$ cat config.mk
export PLATFORM = sky130hd
export DESIGN_NAME = pipe_stage_skid
export DESIGN_NICKNAME = d
export VERILOG_FILES = /design/src/rtl/pipe_pkg.sv /design/src/rtl/sat_counter.sv /design/src/rtl/pipe_stage_skid.sv
export SDC_FILE = /design/constraint.sdc
export NUM_CORES = 1
export LEC_CHECK = 0
export CAP_MARGIN = 40
export CORE_AREA = 2 2 281 283
export DETAILED_ROUTE_END_ITERATION = 10
export DIE_AREA = 0 0 283 285
export PLACE_DENSITY_LB_ADDON = 0.1
export SYNTH_ARGS = -nofsm -noshare
export SYNTH_HDL_FRONTEND = slang
export SYNTH_HIERARCHICAL = 1
export SYNTH_SLANG_ARGS = --single-unit
$ cat constraint.sdc
create_clock -name clk -period 2.6 [get_ports clk]
set_input_delay 0.39 -clock clk [delete_from_list [all_inputs] [get_ports clk]]
set_output_delay 0.39 -clock clk [all_outputs]
set_load 0.01 [all_outputs]
$ cat src/rtl/pipe_pkg.sv
// pipe_pkg: shared stage state encoding and inter-stage bundle widths
package pipe_pkg;
  typedef enum logic [1:0] {EMPTY, FULL, SKID} state_t;
  localparam int DEC_EX_W = 330;
  localparam int EX_MEM_W = 200;
  localparam int MEM_WB_W = 110;
endpackage

$ cat src/rtl/sat_counter.sv
// sat_counter: saturating up-counter with synchronous clear taking priority over increment
module sat_counter #(
  parameter int W = 16
) (
  input  logic         clk,
  input  logic         rst_n,
  input  logic         clr,
  input  logic         inc,
  output logic [W-1:0] cnt
);
  always_ff @(posedge clk or negedge rst_n)
    if (!rst_n) cnt <= '0;
    else if (clr) cnt <= '0;
    else if (inc && cnt != '1) cnt <= cnt + 1'b1;
endmodule

$ cat src/rtl/pipe_stage_skid.sv
// pipe_stage_skid: valid/ready stage register with optional 2-entry skid buffer and saturating perf counters
module pipe_stage_skid
  import pipe_pkg::*;
#(
  parameter int DATA_W      = DEC_EX_W,
  parameter bit SKID_EN     = 1'b1,
  parameter bit ZERO_BUBBLE = 1'b1,
  parameter int CNT_W       = 16
) (
  input  logic              clk,
  input  logic              rst_n,
  input  logic              flush,
  input  logic              in_valid,
  input  logic [DATA_W-1:0] in_data,
  output logic              in_ready,
  output logic              out_valid,
  output logic [DATA_W-1:0] out_data,
  input  logic              out_ready,
  input  logic              cnt_clr,
  output logic [CNT_W-1:0]  cnt_xfer,
  output logic [CNT_W-1:0]  cnt_stall,
  output logic [CNT_W-1:0]  cnt_bubble
);
  state_t            state, state_nxt;
  logic [DATA_W-1:0] m, s;
  logic              accept, emit;
  always_comb begin
    accept = in_valid & in_ready & !flush;
    emit   = out_valid & out_ready;
  end
  always_ff @(posedge clk or negedge rst_n)
    if (!rst_n) begin
      state <= EMPTY;
      m     <= '0;
      s     <= '0;
    end else begin
      state <= state_nxt;
      if (state == SKID && emit) m <= s;
      else if (accept && (state == EMPTY || emit)) m <= in_data;
      if (accept && state == FULL && !emit) s <= in_data;
    end
  // Without the skid buffer in_ready already blocks accept-without-emit in FULL, so SKID is never reached.
  always_comb begin
    state_nxt = state;
    if (flush) state_nxt = EMPTY;
    else if (state == EMPTY) state_nxt = accept ? FULL : EMPTY;
    else if (state == FULL) state_nxt = (accept && !emit) ? SKID : (!accept && emit) ? EMPTY : FULL;
    else state_nxt = emit ? FULL : SKID;
  end
  always_comb begin
    out_valid = state != EMPTY;
    in_ready  = SKID_EN ? (state != SKID) : ((state == EMPTY) | out_ready);
    out_data  = (ZERO_BUBBLE && state == EMPTY) ? '0 : m;
  end
  sat_counter #(.W(CNT_W)) u_xfer (
    .clk(clk), .rst_n(rst_n), .clr(cnt_clr), .inc(emit), .cnt(cnt_xfer)
  );
  sat_counter #(.W(CNT_W)) u_stall (
    .clk(clk), .rst_n(rst_n), .clr(cnt_clr), .inc(out_valid & !out_ready), .cnt(cnt_stall)
  );
  sat_counter #(.W(CNT_W)) u_bubble (
    .clk(clk), .rst_n(rst_n), .clr(cnt_clr), .inc(!out_valid & out_ready), .cnt(cnt_bubble)
  );
endmodule

==> results.md, run 1 <==
- Cell internal power dissipation: 24100 µW
- H-tree lvl count: 3
- Run status: finished clean
- Master cell of the clock root buffer: clkbuf_16
- Number of global-route vias before repair: between 20000 and 25000
- TritonCTS clock tree: built
- Critical path's slowest cell: dfrtp_1
- Fill cell instance count of the final layout: around 6500
- FP Rows: 103
- Number of max-slew violations in the final report: 0
- Unrepaired setup endpoints after global routing: yes
- Ratio of total power to cell area: 721 nW/µm²
- Setup TNS: 0 ns
- Sort of element at the end of the critical path: output pin
- Part of the total power dissipated in sequential elements: 0.457
- Final hold viol count: 0
- Arrival time at the worst endpoint: 2.14 ns
- Wire length of the first global-routing pass: 148000 µm
- Crit-path max FO: 12
- Worst slack after detailed placement: 0.0763 ns
- Sequential element share of the synthesized area: 0.529
- Synthesized instance count: around 2400
- Count of vias placed by the detailed router: about 22000
- Gate power share: 0.189
- Post-synthesis async set-or-reset flop share: 1.00
- DRT antenna net count: 0
- Core Util, Final: 0.576
- Switching power share of the total: 0.258
- Power share of the clock group: 0.353
- Core area: 78000 µm²
- Detailed Route Iter0 Violations: 886
- Share of post-route cells with drive strength above 1: 0.312
- GRT Util Overall: 0.235
- # IOs: 716
- Post-layout min period: between 2 and 3 ns
- Die Y-Extent: ~290 µm
- Worst-Margin Slew: approximately 0.79 ns
- Total congestion overflow: 0
- Initial antenna violation count: 29
- Number of CTS-inserted buffers: 80
- Switching component of the power: 8350 µW
- Worst max-slew margin expressed relative to the limit: 0.475
- Synthesis warning total: 6
- Area Growth Syn to Fin: 33.8%
- Count of buffers from port buffering: 715
- Worst supply voltage drop on vdd: approximately 0.51 mV
- Effective utilization at floorplan: 0.431
- Die ar.: 80700 µm²
- Post-Layout Cell Count: roughly 4300
- Width of the die: 283 µm
- Max capacitance violation total: 0
- DRC errors left: 0
- Max Clk Rate: 395 MHz
- Drt total wl: 95600 µm
- Via/cell ratio: 5.20
- Final worst setup slack: 0.0715 ns
- Yosys cell types: 38
- Startpoint-to-endpoint class of the critical path: flop to output pin
- Layout Skew: 0.0227 ns
- Period utilisation layout: 0.972
- Cell count after placement: 4153
- Post-synthesis net count: 2780
- Netlist Area Pre-Place: between 30000 and 40000 µm²
- Worst min-delay path class: primary input to async pin
- Critical Path Max Stage Delay: 0.41 ns
- Most instantiated flip-flop cell in the synthesis netlist: dfrtp_1
- Sink Count: 710
- Count of flip-flops with a built-in enable after synthesis: 0
- Dpl hpwl: 68800 µm
- Cell leakage power: 0.0201 µW
- Clock transition time at the flip-flop clock pins of the worst setup and hold paths: approximately 0.06 ns
- Largest net degree at the start of global routing: 95
- Maximum clock path buffer count: 3
- Worst skew pair latency: 0.63 ns
- Critical Path Source Type: flop
- Number of nets in the layout: 3541
- Synth Register Bits: 710
- WP data required: between 2 and 2.5 ns
- Weighted congestion at the end of routability-driven global placement: approximately 0.84
- Final number of setup-violating endpoints: 0
- Post-detailed-route wirelength per cell: roughly 22 µm
- First drt pass iteration count: 5
- Chain of cells forming the critical path: nor2_4, inv_8, buf_12, bufbuf_16, and2_1, clkdlybuf4s15_2
- Mean Syn Cell Area: 13.8 µm²
[flip-flops by register name, indices dropped and copies added, names as in the netlist]
register,cells
s,330
u_xfer/cnt,16
u_stall/cnt,16
u_bubble/cnt,16
m,330
state,2
[layout by cell type, fill, tap and decap left out, drive strengths merged]
| cell | Yosys | layout |
|---|---|---|
| nand2 | 19 | 19 |
| and3 | 6 | 6 |
| o31ai | 21 | 21 |
| mux2i | 1 | 1 |
| clkinv | 0 | 12 |
| bufbuf | 0 | 4 |
| or3 | 9 | 9 |
| buf | 108 | 197 |
| nand3 | 9 | 9 |
| nor2 | 15 | 15 |
| a211oi | 3 | 3 |
| o211ai | 3 | 3 |
| o21ai | 13 | 13 |
| nor3 | 5 | 5 |
| nand4 | 21 | 21 |
| bufinv | 0 | 7 |
| dlygate4sd2 | 0 | 206 |
| diode | 0 | 16 |
| or4 | 21 | 21 |
| clkbuf | 53 | 146 |
| nand3b | 4 | 4 |
| clkdlybuf4s15 | 0 | 18 |
| ha | 3 | 3 |
| nor4 | 15 | 15 |
| inv | 10 | 13 |
| and4 | 6 | 6 |
| nor2b | 12 | 12 |
| nand2b | 4 | 4 |
| mux2 | 1002 | 1002 |
| dlygate4sd3 | 0 | 1 |
| clkdlybuf4s50 | 0 | 384 |
| dfrtp | 710 | 710 |
| a21oi | 36 | 36 |
| and2 | 332 | 332 |
[repair_timing]
item / CTS / global route
gates resized for setup: 581 / 75
buffers inserted: 7 / 3
pin swaps: 1 / 1
cloned: 5 / 1
hold buffers: 1 / 0
endpoints found under the setup margin: 330 / 100
endpoints found under the hold margin: 28 / 0
[layer usage]
layer | wire (µm) | vias to the layer above | track usage
met4 | 3710 | 28 | 0.100
met1 | 37800 | 11548 | 0.280
met2 | 48100 | 542 | 0.403
li1 | - | 10156 | -
met5 | 174 | - | 0
met3 | 5780 | 190 | 0.0621
[critical path, delay by kind of cell, from the launching register on]
kind / cells / cell delay, ns
DFF: 1 / 0.41
and+or+nand+nor: 2 / 0.34
buffers and inverters: 4 / 0.77
[final timing paths]
| path | start | to | slack [ns] | cells after the start |
|---|---|---|---|---|
| setup reg to reg | state[1]$_DFF_PN0_ | u_xfer/cnt[12]$_DFFE_PN0P_ | 0.25 | 8 |
| min in group clk | in_data[328] | s[328]$_DFFE_PN0P_ | 0.39 | 2 |
| setup / recovery | state[1]$_DFF_PN0_ | out_data[108] | 0.07 | 6 |
| max in group asynchronous | rst_n | m[251]$_DFFE_PN0P_ | 1.25 | 4 |
| hold reg to reg | s[321]$_DFFE_PN0P_ | s[321]$_DFFE_PN0P_ | 0.48 | 1 |
| hold / removal | rst_n | u_bubble/cnt[12]$_DFFE_PN0P_ | 0.26 | 2 |
[power by group through the flow]
stage / clock (µW) / sequential, µW / combinational [µW]
2_1_floorplan: 0 / 14500 / 3570
3_3_place_gp: 0 / 14800 / 6330
3_5_place_dp: 0 / 15000 / 6540
4_1_cts: 11800 / 14800 / 6310
5_1_grt: 12200 / 15100 / 6670
6_report: 11500 / 14800 / 6140
[kinds of logic after synthesis]
kind of cell	count (synthesis)	synth area share
fa+ha+maj	3	0.00112
simple gates	478	0.0901
flops	710	0.529
mux	1003	0.336
compound gates	76	0.0143
buf+inv	171	0.0292
[per-stage QoR]
stage	hold WS, ns	cell area, µm²	power [µW]
finish	0.264	44900	32400
global route	0.279	44900	34000
CTS	0.279	45200	32900
detailed placement	0.349	42600	21500
global placement	0.346	42600	21200
floorplan	0.0944	33600	18100
[area by class of cell]
cell class              instances  area [µm²]  area share
inverters                      10        45.0     0.00100
multi-input cells            1560       14900       0.331
flip-flops and latches        710       17800       0.395
clock inverters                22         342     0.00760
well taps                    1050        1310      0.0292
repair buffers                840        8230       0.183
clock buffers                 116        2310      0.0514
diodes                         16        40.0    0.000891
[cells in the mapped netlist (12+ instances only)]
cell	instances	area share
nor2_1	15	0.0017
buf_4	56	0.013
nand2_1	19	0.0021
nand4_1	18	0.0034
or4_1	15	0.0034
nor2b_1	12	0.0022
clkbuf_1	53	0.0059
mux2_2	618	0.21
a21oi_1	35	0.0052
o31ai_1	21	0.0047
mux2_1	384	0.13
nor4_1	12	0.0022
and2_1	332	0.062
dfrtp_1	710	0.53
buf_2	42	0.0063
No activity file was read; power rests on OpenSTA's default activity.
==> inputs of run 2 (changes only) <==
--- a/config.mk
+++ b/config.mk
@@ -5,11 +5,14 @@
 export SDC_FILE = /design/constraint.sdc
 export NUM_CORES = 1
 export LEC_CHECK = 0
+export ABC_CLOCK_PERIOD_IN_PS = 2600
 export CAP_MARGIN = 40
 export CORE_AREA = 2 2 281 283
 export DETAILED_ROUTE_END_ITERATION = 10
 export DIE_AREA = 0 0 283 285
 export PLACE_DENSITY_LB_ADDON = 0.1
+export SETUP_SLACK_MARGIN = 0.4
+export SKIP_LAST_GASP = 1
 export SYNTH_ARGS = -nofsm -noshare
 export SYNTH_HDL_FRONTEND = slang
 export SYNTH_HIERARCHICAL = 1
==> run 2 against run 1 <==
Effect of this change:
- first-iteration DRC count shrank 1.6%
- via count grew 0.20%
- final area grew 0.53%
- largest cell class unchanged
- count of clock-buffer cells in the layout is the same
- core utilization grew 0.30 points
- critical path depth grew 1
- critical path type unchanged
- final cell count is essentially flat
- the run now ends with setup timing left
- die area is the same
- flip-flop and latch count is the same
==> results.md, run 2 (synthesis gave the netlist of run 1 again) <==
- Run status: finished, violations left
- Violations in the final reports: setup timing
- TritonCTS clock tree: built
- Final number of setup-violating endpoints: 79 (+79)
- Wire length of the first global-routing pass: 148000 µm (-0.10%)
- Worst max-slew margin expressed relative to the limit: 0.473 (-0.00211)
- Die Y-Extent: 285 µm (unchanged)
- Layout Skew: 0.0263 ns (+0.00360 ns)
- Width of the die: 283 µm (unchanged)
- Worst supply voltage drop on vdd: 0.514 mV (+0.46%)
- Master cell of the clock root buffer: clkbuf_16
- # IOs: 716 (unchanged)
- DRC errors left: 0 (unchanged)
- Final hold viol count: 0 (unchanged)
- Die ar.: 80700 µm² (unchanged)
- Biggest registers after layout: m: 330 flops, s: 330 flops
- Area Growth Syn to Fin: 34.5%
- Count of vias placed by the detailed router: 22510 (+0.20%)
- Number of nets in the layout: 3539 (-0.056%)
- Cell leakage power: 0.0201 µW (-0.38%)
- Crit-path max FO: 12 (unchanged)
- Sink Count: 710 (unchanged)
- Number of max-slew violations in the final report: 0 (unchanged)
- Max Clk Rate: 377 MHz (-4.7%)
- Fill cell instance count of the final layout: 6425 (-0.54%)
- DRT antenna net count: 0 (unchanged)
- Total congestion overflow: 0 (unchanged)
- Most used cells in the layout excluding fill and tap cells: dfrtp_1, mux2_2, clkdlybuf4s50_1
- Worst skew pair latency: 0.63 ns (about the same)
- Post-detailed-route wirelength per cell: 22.1 µm (+0.10%)
- Share of post-route cells with drive strength above 1: 0.295 (-0.0170)
- Critical Path Max Stage Delay: 0.41 ns (about the same)
- Setup TNS: -1.77 ns (-1.77 ns)
- Unrepaired setup endpoints after global routing: yes
- Via/cell ratio: 5.21 (+0.27%)
- WP data required: 2.21 ns (about the same)
- Ratio of total power to cell area: 720 nW/µm² (-0.22%)
- Final Power: 32500 µW (+0.31%)
- Critical Path Source Type: flop
- Sort of element at the end of the critical path: output pin
- Number of CTS-inserted buffers: 80 (unchanged)
- Post-layout min period: 2.65 ns (+0.124 ns)
- Worst-Margin Slew: 0.791 ns (+0.00317 ns)
- Drt total wl: 95700 µm (about the same)
- Arrival time at the worst endpoint: 2.26 ns (+0.12 ns)
- Worst slack after detailed placement: 0.0763 ns (unchanged)
- Leading cell type in the layout, fill and taps excluded: dfrtp_1
- Detailed Route Iter0 Violations: 872 (-1.6%)
- Startpoint-to-endpoint class of the critical path: flop to output pin
- Weighted congestion at the end of routability-driven global placement: 0.843 (unchanged)
- Period utilisation layout: 1.02 (+0.0477)
- Cell type with the highest occurrence count on the critical path: buf_4
- GRT Util Overall: 0.235 (-0.000438)
- Chain of cells forming the critical path: nor2_4, inv_8, buf_16, buf_4, buf_4, and2_1, dlygate4sd2_1
- Count of buffers from port buffering: 715 (unchanged)
- Critical path's slowest cell: dfrtp_1
- Core area: 78000 µm² (unchanged)
- H-tree lvl count: 3 (unchanged)
- FP Rows: 103 (unchanged)
- Number of global-route vias before repair: 24327 (+0.033%)
- First drt pass iteration count: 4 (-1)
- Area of all placed cells without fillers: 45200 µm² (+0.53%)
- Core Util, Final: 0.579 (+0.00303)
- Final worst setup slack: -0.0525 ns (-0.124 ns)
- Maximum clock path buffer count: 3 (unchanged)
- Clock transition time at the flip-flop clock pins of the worst setup and hold paths: 0.06 ns (about the same)
- Effective utilization at floorplan: 0.431 (unchanged)
- Max capacitance violation total: 0 (unchanged)
- Initial antenna violation count: 29 (unchanged)
- Placed inst area: 42600 µm² (unchanged)
- Worst min-delay path class: primary input to async pin
- Dpl hpwl: 68800 µm (unchanged)
- Largest net degree at the start of global routing: 95 (unchanged)
[run 2: cell types whose count changed in the layout (fill, tap and decap cells not counted), sizes merged]
cell	change
clkdlybuf4s50	+77
buf	-45
dlygate4sd2	-29
dlymetal6s2s	+10
clkbuf	-7
clkdlybuf4s15	-7
bufbuf	-1
diode	-1
[run 2: repair_timing]
action,in CTS,in global routing
resized for setup,347,70
setup endpoints to repair,402,529
cloned,5,0
hold buffers,1,0
endpoints found under the hold margin,28,0
pin swaps,1,1
buffers inserted,8,1
[run 2: worst paths after layout]
path                       slack [ns]          startpoint                      endpoint  cells past startpoint
max in group asynchronous        1.26               rst_n            m[251]$_DFFE_PN0P_                      4
min                              0.26               rst_n  u_bubble/cnt[12]$_DFFE_PN0P_                      2
min reg2reg                      0.48  s[275]$_DFFE_PN0P_            s[275]$_DFFE_PN0P_                      1
max                             -0.05  state[1]$_DFF_PN0_                  out_data[55]                      7
min in group clk                 0.38        in_data[328]            s[328]$_DFFE_PN0P_                      2
max reg2reg                      0.29  state[1]$_DFF_PN0_  u_bubble/cnt[12]$_DFFE_PN0P_                      9
[run 2: area by class of cell]
class / instances / area, µm² / share of cell area
sequential: 710 / 17800 / 0.393
timing repair buffer: 838 / 8490 / 0.188
clock inverter: 22 / 342 / 0.00756
tap: 1050 / 1310 / 0.0291
clock buffer: 116 / 2310 / 0.0511
antenna: 15 / 37.5 / 0.000831
multi-input combinational: 1560 / 14900 / 0.329
inverter: 10 / 45.0 / 0.000997
[run 2: worst max-delay path, delay by kind of cell, from the launching register on]
family                 cells  cell delay (ns)
and+or+nand+nor            2             0.36
buffers and inverters      5             0.87
DFF                        1             0.41
[run 2: per-stage QoR]
stage | hold WS [ns] | instances
4_1_cts | 0.279 | 4305
3_3_place_gp | 0.346 | 4153
2_1_floorplan | 0.0944 | 2441
5_1_grt | 0.279 | 4320
6_report | 0.259 | 4321
3_5_place_dp | 0.349 | 4153
[run 2: per-layer routing]
layer | up-vias | share of wire | wire, µm | GRT usage
met5 | - | 0.0019 | 184 | 0
li1 | 10150 | - | - | -
met2 | 572 | 0.50 | 48100 | 0.403
met1 | 11565 | 0.39 | 37800 | 0.280
met3 | 193 | 0.062 | 5890 | 0.0620
met4 | 30 | 0.039 | 3740 | 0.0971
[run 2: where the power goes]
part,internal [µW],switching (µW)
Clock,6870,4590
Combinational,3660,2580
Sequential,13600,1180
Total,24200,8350
